--- src/rtl/edge_pkg.sv ---
// +----------------------------------------------------------------------+
// | edge_pkg: shared types and constants for the edge post-processor.    |
// | Rev 1.0                                                              |
// +----------------------------------------------------------------------+
`default_nettype none

package edge_pkg;

  localparam logic [11:0] PIX_MAX   = 12'hFFF;
  localparam logic [10:0] MAG_SAT   = 11'd2047;
  localparam int          IMG_W_DEF = 640;
  localparam int          IMG_H_DEF = 480;

  typedef enum logic {S_IDLE, S_ACTIVE} pp_state_t;

  typedef struct packed {
    logic [10:0] mag;
    logic        hit;
    logic        mode;
    logic [10:0] x;
    logic [10:0] y;
    logic        last;
    logic        valid;
  } s1_payload_t;

endpackage

`default_nettype wire

--- src/rtl/raster_counter.sv ---
// +----------------------------------------------------------------------+
// | raster_counter: x/y raster position with advance enable and wrap.    |
// | Rev 1.0                                                              |
// +----------------------------------------------------------------------+
`default_nettype none

module raster_counter
  import edge_pkg::*;
#(
  parameter int IMG_W = IMG_W_DEF,
  parameter int IMG_H = IMG_H_DEF
) (
  input  logic        clk_i,
  input  logic        rst_i,
  input  logic        adv_i,
  output logic [10:0] x_o,
  output logic [10:0] y_o,
  output logic        x_wrap_o,
  output logic        last_o
);

  localparam logic [10:0] X_MAX = 11'(IMG_W - 1);
  localparam logic [10:0] Y_MAX = 11'(IMG_H - 1);

  logic [10:0] x_q, x_d;
  logic [10:0] y_q, y_d;

  assign x_wrap_o = (x_q == X_MAX);
  assign last_o   = x_wrap_o && (y_q == Y_MAX);
  assign x_o      = x_q;
  assign y_o      = y_q;

  always_comb begin
    x_d = x_q;
    y_d = y_q;
    if (adv_i) begin
      if (x_wrap_o) begin
        x_d = '0;
        y_d = last_o ? '0 : y_q + 11'd1;
      end else begin
        x_d = x_q + 11'd1;
      end
    end
  end

  always_ff @(posedge clk_i) begin
    if (rst_i) begin
      x_q <= '0;
      y_q <= '0;
    end else begin
      x_q <= x_d;
      y_q <= y_d;
    end
  end

endmodule

`default_nettype wire

--- src/rtl/edge_postproc.sv ---
// +----------------------------------------------------------------------+
// | edge_postproc: Sobel result -> grey RGB pixel, raster coordinates    |
// | and per-frame edge count. Rev 1.0                                    |
// +----------------------------------------------------------------------+
`default_nettype none

module edge_postproc
  import edge_pkg::*;
#(
  parameter int IMG_W  = 640,
  parameter int IMG_H  = 480,
  parameter int DATA_W = 12,
  parameter int CNT_W  = 19
) (
  input  logic              iCLK,
  input  logic              iRST,
  input  logic [DATA_W-1:0] iDATA,
  input  logic              iDVAL,
  input  logic              iMODE,
  input  logic [DATA_W-1:0] iTHRESH,
  output logic [DATA_W-1:0] oRed,
  output logic [DATA_W-1:0] oGreen,
  output logic [DATA_W-1:0] oBlue,
  output logic              oDVAL,
  output logic [10:0]       oX_Cont,
  output logic [10:0]       oY_Cont,
  output logic [CNT_W-1:0]  oEdge_Count,
  output logic              oFrame_Done
);

  logic [DATA_W-1:0] abs_w;
  logic [10:0]       mag_w;
  logic              hit_w;
  logic [10:0]       x_w, y_w;
  logic              last_w;
  logic              unused_xwrap_w;

  // Only -2048 sets the top bit of the absolute value; it saturates.
  assign abs_w = iDATA[DATA_W-1] ? (DATA_W'(0) - iDATA) : iDATA;
  assign mag_w = abs_w[DATA_W-1] ? MAG_SAT : abs_w[DATA_W-2:0];
  assign hit_w = ({1'b0, mag_w} >= iTHRESH);

  raster_counter #(
    .IMG_W (IMG_W),
    .IMG_H (IMG_H)
  ) u_raster (
    .clk_i    (iCLK),
    .rst_i    (iRST),
    .adv_i    (iDVAL),
    .x_o      (x_w),
    .y_o      (y_w),
    .x_wrap_o (unused_xwrap_w),
    .last_o   (last_w)
  );

  s1_payload_t s1_q, s1_d;

  always_comb begin
    s1_d       = '0;
    s1_d.mag   = mag_w;
    s1_d.hit   = hit_w;
    s1_d.mode  = iMODE;
    s1_d.x     = x_w;
    s1_d.y     = y_w;
    s1_d.last  = last_w;
    s1_d.valid = iDVAL;
  end

  logic [DATA_W-1:0] pix_w;
  logic [CNT_W-1:0]  run_q, run_inc_w;
  logic [DATA_W-1:0] pix_q;
  logic              dval_q, done_q;
  logic [10:0]       x_q, y_q;
  logic [CNT_W-1:0]  cnt_q;

  assign pix_w     = s1_q.mode ? (s1_q.hit ? PIX_MAX : '0) : {s1_q.mag, 1'b0};
  assign run_inc_w = run_q + {{(CNT_W-1){1'b0}}, s1_q.hit};

  always_ff @(posedge iCLK) begin
    if (iRST) begin
      s1_q   <= '0;
      pix_q  <= '0;
      dval_q <= 1'b0;
      done_q <= 1'b0;
      x_q    <= '0;
      y_q    <= '0;
      cnt_q  <= '0;
      run_q  <= '0;
    end else begin
      s1_q   <= s1_d;
      dval_q <= s1_q.valid;
      done_q <= s1_q.valid & s1_q.last;
      if (s1_q.valid) begin
        pix_q <= pix_w;
        x_q   <= s1_q.x;
        y_q   <= s1_q.y;
        // Frame total includes the last pixel's own hit.
        if (s1_q.last) begin
          cnt_q <= run_inc_w;
          run_q <= '0;
        end else begin
          run_q <= run_inc_w;
        end
      end
    end
  end

  assign oRed        = pix_q;
  assign oGreen      = pix_q;
  assign oBlue       = pix_q;
  assign oDVAL       = dval_q;
  assign oX_Cont     = x_q;
  assign oY_Cont     = y_q;
  assign oEdge_Count = cnt_q;
  assign oFrame_Done = done_q;

  pp_state_t state_q, state_d;

  always_comb begin
    state_d = state_q;
    case (state_q)
      S_IDLE:   if (iDVAL) state_d = S_ACTIVE;
      S_ACTIVE: if (iDVAL && last_w) state_d = S_IDLE;
      default:  state_d = S_IDLE;
    endcase
  end

  always_ff @(posedge iCLK) begin
    if (iRST) state_q <= S_IDLE;
    else      state_q <= state_d;
  end

endmodule

`default_nettype wire
--- config.mk ---
export PLATFORM = sky130hd
export DESIGN_NAME = edge_postproc
export DESIGN_NICKNAME = d
export VERILOG_FILES = /design/src/rtl/edge_pkg.sv /design/src/rtl/raster_counter.sv /design/src/rtl/edge_postproc.sv
export SDC_FILE = /design/constraint.sdc
export NUM_CORES = 1
export LEC_CHECK = 0
export CELL_PAD_IN_SITES_DETAIL_PLACEMENT = 2
export CELL_PAD_IN_SITES_GLOBAL_PLACEMENT = 2
export CORE_MARGIN = 5
export CORE_UTILIZATION = 31
export DETAILED_ROUTE_END_ITERATION = 8
export GPL_TIMING_DRIVEN = 0
export PLACE_DENSITY = 0.78
export SLEW_MARGIN = 25
export SYNTH_ARGS = -nofsm -noshare
export SYNTH_HDL_FRONTEND = slang
export SYNTH_SLANG_ARGS = --single-unit
--- constraint.sdc ---
create_clock -name iCLK -period 3.12 [get_ports iCLK]
set_input_delay 0.312 -clock iCLK [delete_from_list [all_inputs] [get_ports iCLK]]
set_output_delay 0.312 -clock iCLK [all_outputs]
set_load 0.005 [all_outputs]
==> results of run 1 <==
-- routing by layer --
metal	wire [um]	part of all wire	GRT usage	vias up
met5	0	0	0	-
met4	433	0.022	0.0666	0
met3	698	0.036	0.0398	33
met2	10300	0.52	0.333	114
met1	8230	0.42	0.207	2656
li1	-	-	-	2548
-- through the flow --
step	area, um2	hold WS (ns)	std cells	utilization	setup TNS [ns]
2_1_floorplan	5840	0.390	664	-	0
3_3_place_gp	7170	0.447	1002	0.385	-0.878
3_5_place_dp	7170	0.458	1002	0.385	-0.943
4_1_cts	7870	0.316	1035	0.422	0
5_1_grt	7910	0.306	1037	0.424	0
6_report	7910	0.248	1037	0.424	0
-- cell type report --
cell class                      count  share of cell area
Sequential cell                   133               0.337
Multi-Input combinational cell    447               0.357
Clock buffer                       18              0.0555
Inverter                           23              0.0109
Clock inverter                     14              0.0280
Buffer                             61              0.0408
Antenna cell                        1            0.000316
Timing Repair Buffer              106               0.134
Tap cell                          234              0.0370
-- repair_timing --
| action | 4_1_cts | 5_1_grt |
|---|---|---|
| resized for setup | 5 | 11 |
| setup buffers | 1 | 1 |
| pin swaps | 3 | 5 |
| setup endpoints to repair | 1 | 1 |
-- cells by family (layout without fill, tap and decap cells) --
logic type / Yosys count / after routing
and+or+nand+nor: 239 / 239
adders and majority gates: 16 / 16
buffers and inverters: 84 / 222
muxes: 24 / 24
xor gates and xnor gates: 33 / 33
AOI/OAI and AO/OA: 135 / 135
other: 0 / 1
DFF: 133 / 133
-- registers in the layout (all words and copies together) (netlist names) --
signal        cells
oBlue            12
oDVAL             1
oEdge_Count      19
oFrame_Done       1
oX_Cont          11
oY_Cont          11
run_q            19
s1_q             37
u_raster.x_o     11
u_raster.y_o     11
-- placed cells by master, fill, tap and decap left out, types with 3 or more instances in the layout --
cell / count
a211oi_1: 17
a21o_1: 3
a21oi_1: 44
a311oi_1: 8
a31oi_1: 13
a32o_1: 5
and2_1: 5
and3_1: 6
and4_1: 3
buf_1: 6
buf_2: 3
buf_4: 26
bufinv_16: 5
clkbuf_1: 28
clkbuf_16: 17
clkdlybuf4s50_1: 102
clkinvlp_4: 3
dfxtp_1: 133
ha_1: 15
inv_1: 21
inv_6: 4
mux2i_1: 24
nand2_1: 28
nand3_1: 17
nand4_1: 13
nor2_1: 88
nor2_2: 4
nor2b_1: 25
nor3_1: 19
o21a_1: 4
o21ai_0: 31
o21ai_1: 5
or3_1: 11
xnor2_1: 16
xor2_1: 17
-- power breakdown --
part | total [mW] | switching, mW | internal [mW]
sequential | 1.75 | 0.0199 | 1.73
combinational | 0.341 | 0.175 | 0.166
clock | 2.26 | 0.809 | 1.45
total | 4.34 | 1.00 | 3.34
-- worst paths after layout --
kind / startpoint / endpoint / slack, ns / depth (start not counted)
worst max-delay path: iDATA[5] / s1_q[25]$_SDFF_PP0_ / 0.11 / 10
worst min register to register: oEdge_Count[1]$_SDFFE_PP0P_ / oEdge_Count[1]$_SDFFE_PP0P_ / 0.46 / 2
worst max register to register: u_raster.y_o[1]$_SDFFE_PP0P_ / u_raster.y_o[7]$_SDFFE_PP0P_ / 0.76 / 6
worst min-delay path: iDATA[0] / s1_q[26]$_SDFF_PP0_ / 0.25 / 3
-- worst min-delay path, delay by kind of cell --
family	cells	cell delay, ns
buffers and inverters	1	0.14
and+or+nand+nor	1	0.10
AOI/OAI and AO/OA	1	0.08
==> metrics, run 1 <==
top cells by area, synth=dfxtp_1 (46%), nor2_1 (5.8%), mux2i_1 (4.1%), a21oi_1 (3.8%), ha_1 (3.4%); Post-Synth Adder-Cell Area=0.0343; fin crit period=3.01 ns; Die Wd=147 um; post-synthesis async set-or-reset flop share=0; Post-synth EDFFs=0; Fillers=2019; detailed placer's ending HPWL=14.1 mm; Final Hold Viols=0; CORE AREA=0.0186 mm2; Clock Sinks=133; largest family of logic cells by synthesized area=simple AND/OR/NAND/NOR gates; Pwr Density=549 mW/mm2; fraction of layout instances using a drive strength above 1=0.105; vias in the first global route=5867; per-cell routed wire length=18.9 um; post-synthesis cell count=664; TritonCTS Buffers=17; Fmax=332 MHz; htree depth=4; Setup WS pre-CTS=-0.943 ns; Die H=147 um; Seq cells post-synth=133; Routed WL=19.7 mm; commonest cells in the netlist=dfxtp_1 (133), nor2_1 (91), a21oi_1 (44), o21ai_0 (32); IR drop worst, VDD=0.416 mV; critical path's largest stage delay=0.54 ns; Clock Tree Root=clkbuf_16; Post-Syn Area=0.00584 mm2; Ports=107; worst slew pin tran=0.891 ns; Setup crit end kind=flop; status=finished, final reports clean; antenna violations before repair=1; Finish-stage setup viols=0; DRT antenna net count=0; Clock Pin Slew Worst Setup and Hold Paths=0.06 ns; RSZ-0062 raised after global routing=no; MaxCap Viol Count=0; Setup CP Type=input port to flop; Synth area leader=dfxtp_1; pin count of the biggest net entering global routing=17; Layout area overhead=35.5%; I/O Buffers=104; CTS tree=yes; post-synthesis sequential area ratio=0.456; CP startpoint kind=input port; Overall Power=4.34 mW; CP cell instances=clkdlybuf4s50_1 > or3_4 > or4_4 > o21a_1 > nor2_1 > a31oi_1 > ha_1 > buf_4 > a2111oi_4 > a211oi_2; relative slew slack=0.406; ys flop type=dfxtp_1; crit-path max FO=6; Avg Cell Area, Syn=8.80 um2; Total Routing Usage GR=0.182; Yosys top cell area share=0.456; post-synthesis mux area share=0.0411; Leak Pwr=2.88 nW; vias per inst=5.16; number of DRC markers in iteration 0=238; post-route worst setup slack=0.111 ns; WP buf/inv=2; RePlAce Congestion=0.827; Arrival @ worst endpoint=3.29 ns; Synth Area in Simple Gates=0.209; most common cell in the synthesized netlist=dfxtp_1; Multi-input gate area=0.00282 mm2; GRT overflow=0; Worst Path Required=3.40 ns; vias=5351; Ys Warns=0; hold_buf cts=0; Slew Viols, Final=0; Clock Path Buffers=2; count of cell types in the netlist=48; sequential cell area=0.00266 mm2; Max Clock Skew=0.00641 ns; Die ar.=0.0217 mm2; nets@finish=833; Synth Area in Compound Gates=0.141; critical path's top delay family=simple AND/OR/NAND/NOR gates; Initial Utilization=0.313; post-synthesis xor/xnor area fraction=0.0495; worst min-delay path category=input port to flop; period utilization=0.964; Rows=50; DRT Pass-1 Iters=4; first-pass GRT wire length=31.7 mm; Syn Nets=708; clock latency on the worst-skew pair=0.43 ns; Slowest cell on crit path=or4_4; residual DRC count=0
No activity file was read; power rests on OpenSTA's default activity.
==> run 2, diff against run 1 <==
Settings changed: ABC_CLOCK_PERIOD_IN_PS from default to 3120, CTS_CLUSTER_DIAMETER from default to 40.
==> results of run 2 <==
The final DEF is identical to that of run 1; final timing and power are the same.
==> run 3, diff against run 2 <==
Settings changed: ABC_CLOCK_PERIOD_IN_PS 3120 to 3000.
Clock period 3.12 ns to 3 ns, I/O delays scaled along.
==> metrics, run 3 (synthesis gave the netlist of run 1 again) <==
status=finished, final reports clean; DP Area=0.00717 mm2; hold_buf cts=0; max reg flops=37; DRT antenna net count=0; Setup crit end kind=flop; Core Util, Final=0.428; Layout Cells excl Fill=1045; vias=5422; commonest non-fill, non-tap cell in the layout=dfxtp_1; total net switching power=1.05 mW; CTS tree=yes; Clk pwr share=0.518; Setup CP Type=input port to flop; Rows=50; Clock Tree Root=clkbuf_16; hold_ws=0.263 ns; Slowest cell on crit path=clkdlybuf4s50_1; Arrival @ worst endpoint=3.24 ns; IR drop worst, VDD=0.429 mV; Clock Path Buffers=2; Net Sw Frac=0.232; worst slew pin tran=0.895 ns; fraction of layout instances using a drive strength above 1=0.117; GRT overflow=0; pin count of the biggest net entering global routing=17; CP startpoint kind=input port; DRT Pass-1 Iters=4; Gate power share=0.081; critical path's largest stage delay=0.57 ns; crit-path max FO=6; period utilization=0.987; detailed placer's ending HPWL=14.1 mm; MaxCap Viol Count=0; Clock Sinks=133; per-cell routed wire length=19.3 um; Total Routing Usage GR=0.185; Pint=3.48 mW; clock latency on the worst-skew pair=0.42 ns; CP cell instances=clkdlybuf4s50_1 > or2_2 > or4_4 > o21a_1 > nor2_2 > a31oi_1 > ha_1 > buf_4 > a2111oi_4 > a211oi_2; fin crit period=2.96 ns; most frequent cells in the layout=dfxtp_1 (133), clkdlybuf4s50_1 (99), nor2_1 (86); Fmax=338 MHz; Routed WL=20.1 mm; Die ar.=0.0217 mm2; Slew Viols, Final=0; nets@finish=841; first-pass GRT wire length=32.2 mm; Fillers=2014; vias in the first global route=5912; Final Cell Area=0.00799 mm2; Worst Path Required=3.28 ns; CORE AREA=0.0186 mm2; Reg with most FFs=s1_q; Die Wd=147 um; Final Hold Viols=0; TritonCTS Buffers=17; Pwr Density=567 mW/mm2; critical path's top delay family=simple AND/OR/NAND/NOR gates; I/O Buffers=104; Layout area overhead=36.7%; htree depth=4; Ports=107; relative slew slack=0.403; Initial Utilization=0.313; Post-Place Cells=1002; Die H=147 um; Clock Pin Slew Worst Setup and Hold Paths=0.06 ns; Leak Pwr=2.93 nW; Max Clock Skew=0.00647 ns; antenna violations before repair=1; worst min-delay path category=input port to flop; Finish-stage setup viols=0; number of DRC markers in iteration 0=243; WP buf/inv=2; RePlAce Congestion=0.827; residual DRC count=0; Seq pwr share=0.401; vias per inst=5.19
==> run 3: through the flow <==
step           total power [mW]  setup TNS, ns  setup WS, ns
2_1_floorplan              2.02              0         0.170
3_3_place_gp               2.18         -0.986        -0.986
3_5_place_dp               2.19          -1.05         -1.05
4_1_cts                    4.56              0        0.0118
5_1_grt                    4.67        -0.0353       -0.0353
6_report                   4.53              0        0.0378
==> run 3: path summary, 6_finish.rpt <==
kind	slack [ns]	cells past startpoint	endpoint	start
max	0.04	10	s1_q[25]$_SDFF_PP0_	iDATA[8]
max reg2reg	0.65	6	u_raster.y_o[7]$_SDFFE_PP0P_	u_raster.y_o[1]$_SDFFE_PP0P_
min reg2reg	0.46	2	oEdge_Count[1]$_SDFFE_PP0P_	oEdge_Count[1]$_SDFFE_PP0P_
min	0.26	2	s1_q[32]$_SDFF_PP0_	iDATA[6]
==> run 3: power groups by stage <==
stage | Sequential [mW] | Clock, mW | Combinational (mW)
4_1_cts | 1.82 | 2.38 | 0.361
3_3_place_gp | 1.85 | 0 | 0.325
6_report | 1.82 | 2.35 | 0.366
2_1_floorplan | 1.85 | 0 | 0.170
5_1_grt | 1.82 | 2.46 | 0.397
3_5_place_dp | 1.85 | 0 | 0.340
==> run 3: cell type report <==
| cell class | instances | area [um2] | area share |
|---|---|---|---|
| Antenna cell | 1 | 2.50 | 0.000313 |
| Buffer | 61 | 323 | 0.0404 |
| Clock buffer | 18 | 439 | 0.0550 |
| Clock inverter | 14 | 221 | 0.0277 |
| Inverter | 23 | 86.3 | 0.0108 |
| Multi-Input combinational cell | 447 | 2840 | 0.355 |
| Sequential cell | 133 | 2660 | 0.333 |
| Tap cell | 234 | 293 | 0.0367 |
| Timing Repair Buffer | 114 | 1120 | 0.140 |
==> run 3: repair_timing <==
action / in CTS / in global routing
hold endpoints to repair: 0 / 0
pin swaps: 5 / 6
buffers inserted: 7 / 3
endpoints found under the setup margin: 1 / 1
cloned: 0 / 0
resized for setup: 13 / 9
==> run 3: routing by layer <==
| layer | track usage | share of wire |
|---|---|---|
| met1 | 0.211 | 0.42 |
| met2 | 0.339 | 0.52 |
| met4 | 0.0713 | 0.026 |
| met3 | 0.0386 | 0.032 |
| met5 | 0 | 0 |
